--- src/rtl/aes_ctr_pkg.sv ---
// Shared definitions for the AES-CTR sequencer: block width, default keystream
// queue depth and the controller state encoding.
package aes_ctr_pkg;

   localparam int BLOK_W              = 128;
   localparam int VARSAYILAN_DERINLIK = 4;

   typedef enum logic [1:0] {
      BOSTA  = 2'd0,
      CALIS  = 2'd1,
      BOSALT = 2'd2
   } durum_e;

endpackage

--- src/rtl/aes_anahtar_fifo.sv ---
// Keystream FIFO: synchronous, power-of-two depth, with full/empty/count.
// A write while full is accepted only if a read happens in the same cycle.
module aes_anahtar_fifo
   import aes_ctr_pkg::*;
#(
   parameter int DERINLIK = VARSAYILAN_DERINLIK,
   parameter int SAYI_W   = $clog2(DERINLIK) + 1
) (
   input  logic              clk,
   input  logic              rst_n,
   input  logic              yaz,
   input  logic [BLOK_W-1:0] yaz_veri,
   input  logic              oku,
   output logic [BLOK_W-1:0] bas_veri,
   output logic              dolu,
   output logic              bos,
   output logic [SAYI_W-1:0] sayi
);

   localparam int ADR_W = $clog2(DERINLIK);

   logic [BLOK_W-1:0] mem_q [DERINLIK];
   logic [BLOK_W-1:0] mem_d [DERINLIK];
   logic [ADR_W-1:0]  yaz_ptr_q, yaz_ptr_d;
   logic [ADR_W-1:0]  oku_ptr_q, oku_ptr_d;
   logic [SAYI_W-1:0] sayi_q, sayi_d;
   logic              yaz_ok, oku_ok;

   assign dolu     = (sayi_q == SAYI_W'(DERINLIK));
   assign bos      = (sayi_q == '0);
   assign sayi     = sayi_q;
   assign bas_veri = mem_q[oku_ptr_q];
   assign yaz_ok   = yaz && (!dolu || oku);
   assign oku_ok   = oku && !bos;

   always_comb begin
      mem_d     = mem_q;
      yaz_ptr_d = yaz_ptr_q;
      oku_ptr_d = oku_ptr_q;
      sayi_d    = sayi_q;
      if (yaz_ok) begin
         mem_d[yaz_ptr_q] = yaz_veri;
         yaz_ptr_d        = yaz_ptr_q + ADR_W'(1);
      end
      if (oku_ok) begin
         oku_ptr_d = oku_ptr_q + ADR_W'(1);
      end
      if (yaz_ok && !oku_ok) begin
         sayi_d = sayi_q + SAYI_W'(1);
      end else if (!yaz_ok && oku_ok) begin
         sayi_d = sayi_q - SAYI_W'(1);
      end
   end

   always_ff @(posedge clk or negedge rst_n) begin
      if (!rst_n) begin
         mem_q     <= '{default: '0};
         yaz_ptr_q <= '0;
         oku_ptr_q <= '0;
         sayi_q    <= '0;
      end else begin
         mem_q     <= mem_d;
         yaz_ptr_q <= yaz_ptr_d;
         oku_ptr_q <= oku_ptr_d;
         sayi_q    <= sayi_d;
      end
   end

endmodule

--- src/rtl/aes_ctr_denetleyici.sv ---
// CTR-mode sequencer in front of aes_engine: issues {nonce, sayac} blocks under
// a credit limit, queues the returned keystream and XORs it with plaintext.
module aes_ctr_denetleyici
   import aes_ctr_pkg::*;
#(
   parameter int KUYRUK_DERINLIK = VARSAYILAN_DERINLIK,
   parameter int SAYAC_W         = 32
) (
   input  logic                      clk,
   input  logic                      rst,
   input  logic                      baslat,
   input  logic [BLOK_W-SAYAC_W-1:0] nonce,
   input  logic [SAYAC_W-1:0]        sayac_ilk,
   input  logic [15:0]               blok_sayisi,
   output logic [BLOK_W-1:0]         eng_blok,
   output logic                      eng_g_gecerli,
   input  logic                      eng_hazir,
   input  logic [BLOK_W-1:0]         eng_sifre,
   input  logic                      eng_c_gecerli,
   input  logic [BLOK_W-1:0]         acik_veri,
   input  logic                      acik_gecerli,
   output logic                      acik_hazir,
   output logic [BLOK_W-1:0]         cikis_veri,
   output logic                      cikis_gecerli,
   input  logic                      cikis_hazir,
   output logic                      mesgul,
   output logic                      bitti,
   output logic                      hata,
   output durum_e                    durum_dbg
);

   localparam int KREDI_W = $clog2(KUYRUK_DERINLIK) + 1;

   durum_e                    durum_q, durum_d;
   logic [BLOK_W-SAYAC_W-1:0] nonce_q, nonce_d;
   logic [SAYAC_W-1:0]        sayac_q, sayac_d;
   logic [15:0]               blok_sayisi_q, blok_sayisi_d;
   logic [15:0]               verilen_q, verilen_d;
   logic [15:0]               tamamlanan_q, tamamlanan_d;
   logic [KREDI_W-1:0]        kredi_q, kredi_d;
   logic [BLOK_W-1:0]         cikis_veri_q, cikis_veri_d;
   logic                      cikis_gecerli_q, cikis_gecerli_d;
   logic                      bitti_q, bitti_d;
   logic                      hata_q, hata_d;

   logic                      fifo_yaz, fifo_oku, fifo_dolu, fifo_bos;
   logic [BLOK_W-1:0]         fifo_bas;
   logic [KREDI_W-1:0]        fifo_sayi;
   logic                      verme, acik_al, cikis_ver, bekleyen;

   // Every interface moves a word on the rising edge where valid and ready are
   // both high; a raised valid and its data hold until that edge. The engine's
   // keystream return (eng_c_gecerli) is the exception: a bare pulse, no ready.
   assign eng_g_gecerli = (durum_q == CALIS) && (kredi_q != '0) && (verilen_q < blok_sayisi_q);
   assign eng_blok      = {nonce_q, sayac_q};
   assign verme         = eng_g_gecerli && eng_hazir;
   assign acik_hazir    = !fifo_bos && (!cikis_gecerli_q || cikis_hazir) && (durum_q != BOSTA);
   assign acik_al       = acik_gecerli && acik_hazir;
   assign cikis_ver     = cikis_gecerli_q && cikis_hazir;
   assign fifo_yaz      = eng_c_gecerli && (durum_q != BOSTA);
   assign fifo_oku      = acik_al;
   assign bekleyen      = (kredi_q != KREDI_W'(KUYRUK_DERINLIK)) || (fifo_sayi != '0);

   assign cikis_veri    = cikis_veri_q;
   assign cikis_gecerli = cikis_gecerli_q;
   assign mesgul        = (durum_q != BOSTA);
   assign bitti         = bitti_q;
   assign hata          = hata_q;
   assign durum_dbg     = durum_q;

   aes_anahtar_fifo #(
      .DERINLIK (KUYRUK_DERINLIK),
      .SAYI_W   (KREDI_W)
   ) u_fifo (
      .clk      (clk),
      .rst_n    (rst),
      .yaz      (fifo_yaz),
      .yaz_veri (eng_sifre),
      .oku      (fifo_oku),
      .bas_veri (fifo_bas),
      .dolu     (fifo_dolu),
      .bos      (fifo_bos),
      .sayi     (fifo_sayi)
   );

   always_comb begin
      durum_d         = durum_q;
      nonce_d         = nonce_q;
      blok_sayisi_d   = blok_sayisi_q;
      sayac_d         = sayac_q + SAYAC_W'(verme);
      verilen_d       = verilen_q + 16'(verme);
      tamamlanan_d    = tamamlanan_q + 16'(cikis_ver);
      kredi_d         = kredi_q - KREDI_W'(verme) + KREDI_W'(cikis_ver);
      cikis_veri_d    = cikis_veri_q;
      cikis_gecerli_d = cikis_gecerli_q;
      bitti_d         = 1'b0;
      // Keystream in idle is only an error if an operation left work behind.
      hata_d          = hata_q
                      | (fifo_yaz && fifo_dolu && !fifo_oku)
                      | ((durum_q == BOSTA) && eng_c_gecerli && bekleyen);

      if (acik_al) begin
         cikis_veri_d    = acik_veri ^ fifo_bas;
         cikis_gecerli_d = 1'b1;
      end else if (cikis_ver) begin
         cikis_gecerli_d = 1'b0;
      end

      case (durum_q)
         BOSTA: begin
            if (baslat) begin
               nonce_d       = nonce;
               sayac_d       = sayac_ilk;
               blok_sayisi_d = blok_sayisi;
               verilen_d     = '0;
               tamamlanan_d  = '0;
               if (blok_sayisi == '0) begin
                  bitti_d = 1'b1;
               end else begin
                  durum_d = CALIS;
               end
            end
         end
         CALIS: begin
            if (verilen_d == blok_sayisi_q) begin
               durum_d = BOSALT;
            end
         end
         BOSALT: begin
            if (tamamlanan_d == blok_sayisi_q) begin
               bitti_d = 1'b1;
               durum_d = BOSTA;
            end
         end
         default: durum_d = BOSTA;
      endcase
   end

   always_ff @(posedge clk or negedge rst) begin
      if (!rst) begin
         durum_q         <= BOSTA;
         nonce_q         <= '0;
         sayac_q         <= '0;
         blok_sayisi_q   <= '0;
         verilen_q       <= '0;
         tamamlanan_q    <= '0;
         kredi_q         <= KREDI_W'(KUYRUK_DERINLIK);
         cikis_veri_q    <= '0;
         cikis_gecerli_q <= 1'b0;
         bitti_q         <= 1'b0;
         hata_q          <= 1'b0;
      end else begin
         durum_q         <= durum_d;
         nonce_q         <= nonce_d;
         sayac_q         <= sayac_d;
         blok_sayisi_q   <= blok_sayisi_d;
         verilen_q       <= verilen_d;
         tamamlanan_q    <= tamamlanan_d;
         kredi_q         <= kredi_d;
         cikis_veri_q    <= cikis_veri_d;
         cikis_gecerli_q <= cikis_gecerli_d;
         bitti_q         <= bitti_d;
         hata_q          <= hata_d;
      end
   end

endmodule

--- config.mk ---
export PLATFORM = sky130hd
export DESIGN_NAME = aes_ctr_denetleyici
export DESIGN_NICKNAME = d
export VERILOG_FILES = /design/src/rtl/aes_ctr_pkg.sv /design/src/rtl/aes_anahtar_fifo.sv /design/src/rtl/aes_ctr_denetleyici.sv
export SDC_FILE = /design/constraint.sdc
export NUM_CORES = 1
export LEC_CHECK = 0
export BUFFER_PORTS_ARGS = -buffer_cell sky130_fd_sc_hd__buf_2
export CAP_MARGIN = 30
export CORE_ASPECT_RATIO = 1.25
export CORE_MARGIN = 4
export CORE_UTILIZATION = 48
export CTS_CLUSTER_DIAMETER = 150
export CTS_CLUSTER_SIZE = 12
export DETAILED_ROUTE_END_ITERATION = 16
export PLACE_DENSITY = 0.68
export SYNTH_ARGS = -nofsm -noshare
export SYNTH_HDL_FRONTEND = slang
export SYNTH_SLANG_ARGS = --single-unit
export TNS_END_PERCENT = 100
--- constraint.sdc ---
create_clock -name clk -period 4.6 [get_ports clk]
set_input_delay 0.46 -clock clk [delete_from_list [all_inputs] [get_ports clk]]
set_output_delay 0.46 -clock clk [all_outputs]
set_load 0.005 [all_outputs]
==> impl_metrics.tcl <==
set metrics [dict create \
    leakagePower_nw 20.7 \
    startpoint "blok_sayisi_q[9]" \
    die_h_um 317 \
    fin_crit_ns 4.21 \
    hold_depth 3 \
    clk_pin_slew_worst_paths_ns 0.06 \
    finalClockSkew_ns 0.0441 \
    io_pins 671 \
    grt_usage 0.224 \
    reg2reg_depth 16 \
    syn_nets 3228 \
    drtIter0Drc 1481 \
    cts_tree "done" \
    syn_inst 2791 \
    criticalPathCategory "reg -> reg" \
    async_reset_ff_frac 1.00 \
    finalSetupTns_ns 0 \
    critPathRequiredTime_ns 5.10 \
    grt_pass1_vias 25300 \
    cp_slowest_cell "or4_1" \
    synth-seq-cells 831 \
    die_area_mm2 0.0808 \
    grt.overflow.total 0 \
    critPathTopFamily "compound AO/OA/AOI/OAI gates" \
    crit_fanout 5 \
    rsz0062_at_grt "false" \
    min_to "nonce_q[0]" \
    clock_tree.buffer_depth 3 \
    grt_pass1_wl_mm 142 \
    max_slew_margin 0.313 \
    syn_area_mm2 0.0366 \
    synth-edff-count 0 \
    dp_cells 4321 \
    synth_area_per_cell_um2 13.1 \
    finalHoldViolations 0 \
    maxSlewViolCount 0 \
    r2r_start "blok_sayisi_q[9]" \
    stdcell_count 4517 \
    finalCritPeriodShare 0.915 \
    max-vdd-ir-drop_mv 0.479 \
    drive_above_1_share 0.387 \
    fmax_ghz 0.238 \
    critPathMaxStageDelay_ns 0.52 \
    place.gp.congestion 0.861 \
    drt-wirelength-per-cell_um 20.3 \
    cts_sinks 831 \
    vias_per_cell 5.34 \
    postCtsSetupRepairBufs 0 \
    htree_levels 3 \
    die_w_um 255 \
    grt_antenna_before_repair 39 \
    setup_viol 0 \
    outcome "finished, final reports clean" \
    ys_seq_area_frac 0.568 \
    first_pass_iters 5 \
    num-fill-cells 6063 \
    yosysWarnings 0 \
    reg2reg_to "durum_dbg[0]" \
    drt-total-wl_mm 91.9 \
    hold_class "in -> reg" \
    netlist-cell-type-count 56 \
    cts_buffers 79 \
    crit_chain "inv_1, ha_1, a21o_1, a21o_1, a21oi_1, o211ai_1, a211oi_2, ha_1, ha_2, and4_1, nand4_2, a32o_1, nor3_1, o2111ai_1, or4_1, a32o_1" \
    arrival_ns 4.71 \
    preCtsSetupSlack_ns 0.229 \
    core.rowCount 112 \
    timing.hold.ws_ns 0.0475 \
    dp_hpwl_mm 63.3 \
    fin_nets 3949 \
    antenna_left 0 \
    cp_num_buf_inv 1 \
    vias 24100 \
    endpoint_kind "register" \
    hp-start "nonce[0]" \
    start_util 0.487 \
    grt_max_degree 124 \
    maxCapViolCount 0 \
    utilization 0.587 \
    synth_ff_type "dfrtp_1" \
    p_per_area_mw_per_mm2 623 \
    port_buffers 670 \
    clock_latency_ns 0.64 \
    tightest_slew_ns 1.03 \
    core_mm2 0.0751 \
    ff2ff_setup_slack_ns 0.39 \
    ctsRootBufferMaster "clkbuf_16" \
    areaGrowthSynthToFinish_pct 20.5 \
    drc 0 \
    start_kind "register" \
    layout_setup_ws_ns 0.393 \
]
[timing repair]
action | 4_1_cts | 5_1_grt
hold endpoints to repair | 138 | 0
setup endpoints to repair | 0 | 1
hold buffers | 79 | 0
resized for setup | 0 | 2
[state kept, by name (all words and copies together), names as in the netlist]
| name | count |
|---|---|
| sayac_q | 32 |
| blok_sayisi_q | 16 |
| cikis_gecerli | 1 |
| kredi_q | 3 |
| verilen_q | 16 |
| hata | 1 |
| u_fifo.oku_ptr_q | 2 |
| nonce_q | 96 |
| u_fifo.yaz_ptr_q | 2 |
| tamamlanan_q | 16 |
| bitti | 1 |
| u_fifo.mem_q | 512 |
| u_fifo.sayi | 3 |
| cikis_veri | 128 |
| durum_dbg | 2 |
[where the power goes]
group / total [W] / switching [W] / internal, W
registers: 0.0119 / 0.00160 / 0.0103
clock network: 0.00582 / 0.00269 / 0.00313
logic: 0.00975 / 0.00407 / 0.00567
[routing by layer]
layer / GRT usage / part of all wire
met1: 0.277 / 0.40
met2: 0.393 / 0.51
met3: 0.0530 / 0.065
met4: 0.0695 / 0.023
met5: 0 / 0.0017
[how the worst max path moves through the flow]
stage                   endpoint  slack, ns  cells past startpoint
detailed placement  durum_dbg[0]       0.23                     17
finish              durum_dbg[0]       0.39                     16
CTS                 durum_dbg[0]       0.22                     17
floorplan           durum_dbg[0]       0.55                     17
global route        durum_dbg[0]       0.05                     17
global placement    durum_dbg[0]       0.30                     17
[synth_stat cells, drive strengths merged (2+ instances only)]
cell type | instances | share of area
nor4 | 12 | 0.0026
a211oi | 3 | 0.00062
fa | 2 | 0.0011
and2 | 7 | 0.0012
xor2 | 30 | 0.0072
nand2 | 504 | 0.052
xnor3 | 4 | 0.0025
nor3 | 15 | 0.0022
clkbuf | 81 | 0.0083
nand2b | 6 | 0.0010
o211ai | 2 | 0.00041
o2111ai | 3 | 0.00072
mux2 | 513 | 0.16
or3 | 2 | 0.00034
dfrtp | 830 | 0.57
xnor2 | 188 | 0.045
a31o | 2 | 0.00048
ha | 28 | 0.0096
o21ai | 181 | 0.025
nor2b | 5 | 0.00085
a32o | 2 | 0.00055
mux4 | 128 | 0.079
nand4 | 20 | 0.0042
inv | 32 | 0.0033
and3 | 8 | 0.0014
nor2 | 51 | 0.0054
o22ai | 2 | 0.00034
a21oi | 8 | 0.0011
nand3 | 27 | 0.0038
a21o | 5 | 0.0010
buf | 71 | 0.0095
and4 | 3 | 0.00072
[worst min-delay path, delay by kind of cell]
kind                   cells  cell delay (ns)
AND/OR/NAND/NOR            2             0.09
buffers and inverters      1             0.08
[layout by cell type (no fill, tap or decap), drive strengths merged, types with 35 or more instances in the layout]
| cell | synthesis | final |
|---|---|---|
| dfrtp | 830 | 830 |
| buf | 71 | 713 |
| mux2 | 513 | 513 |
| nand2 | 504 | 504 |
| xnor2 | 188 | 188 |
| o21ai | 181 | 181 |
| mux4 | 128 | 128 |
| clkbuf | 81 | 86 |
| dlygate4sd3 | 0 | 79 |
| nor2 | 51 | 51 |
| inv | 32 | 35 |
[area by class of cell]
type	count	area, um^2	area share
Inverter	32	120	0.00272
Timing Repair Buffer	792	4650	0.105
Tap cell	969	1210	0.0275
Antenna cell	24	60.1	0.00136
Clock buffer	86	2020	0.0459
Clock inverter	7	133	0.00301
Sequential cell	831	20800	0.472
Multi-Input combinational cell	1776	15100	0.342
[stage by stage]
step                power (W)  cell area, um^2
global placement       0.0215            41100
global route           0.0292            44100
floorplan              0.0187            36600
finish                 0.0275            44100
CTS                    0.0279            44000
detailed placement     0.0219            41100
[cell families after synthesis]
kind of cell | synth area share
AOI/OAI and AO/OA | 0.0329
xor gates and xnor gates | 0.0546
muxes | 0.237
buffers and inverters | 0.0211
and+or+nand+nor | 0.0761
adders and majority gates | 0.0107
DFF | 0.568
No activity file was read; power rests on OpenSTA's default activity.
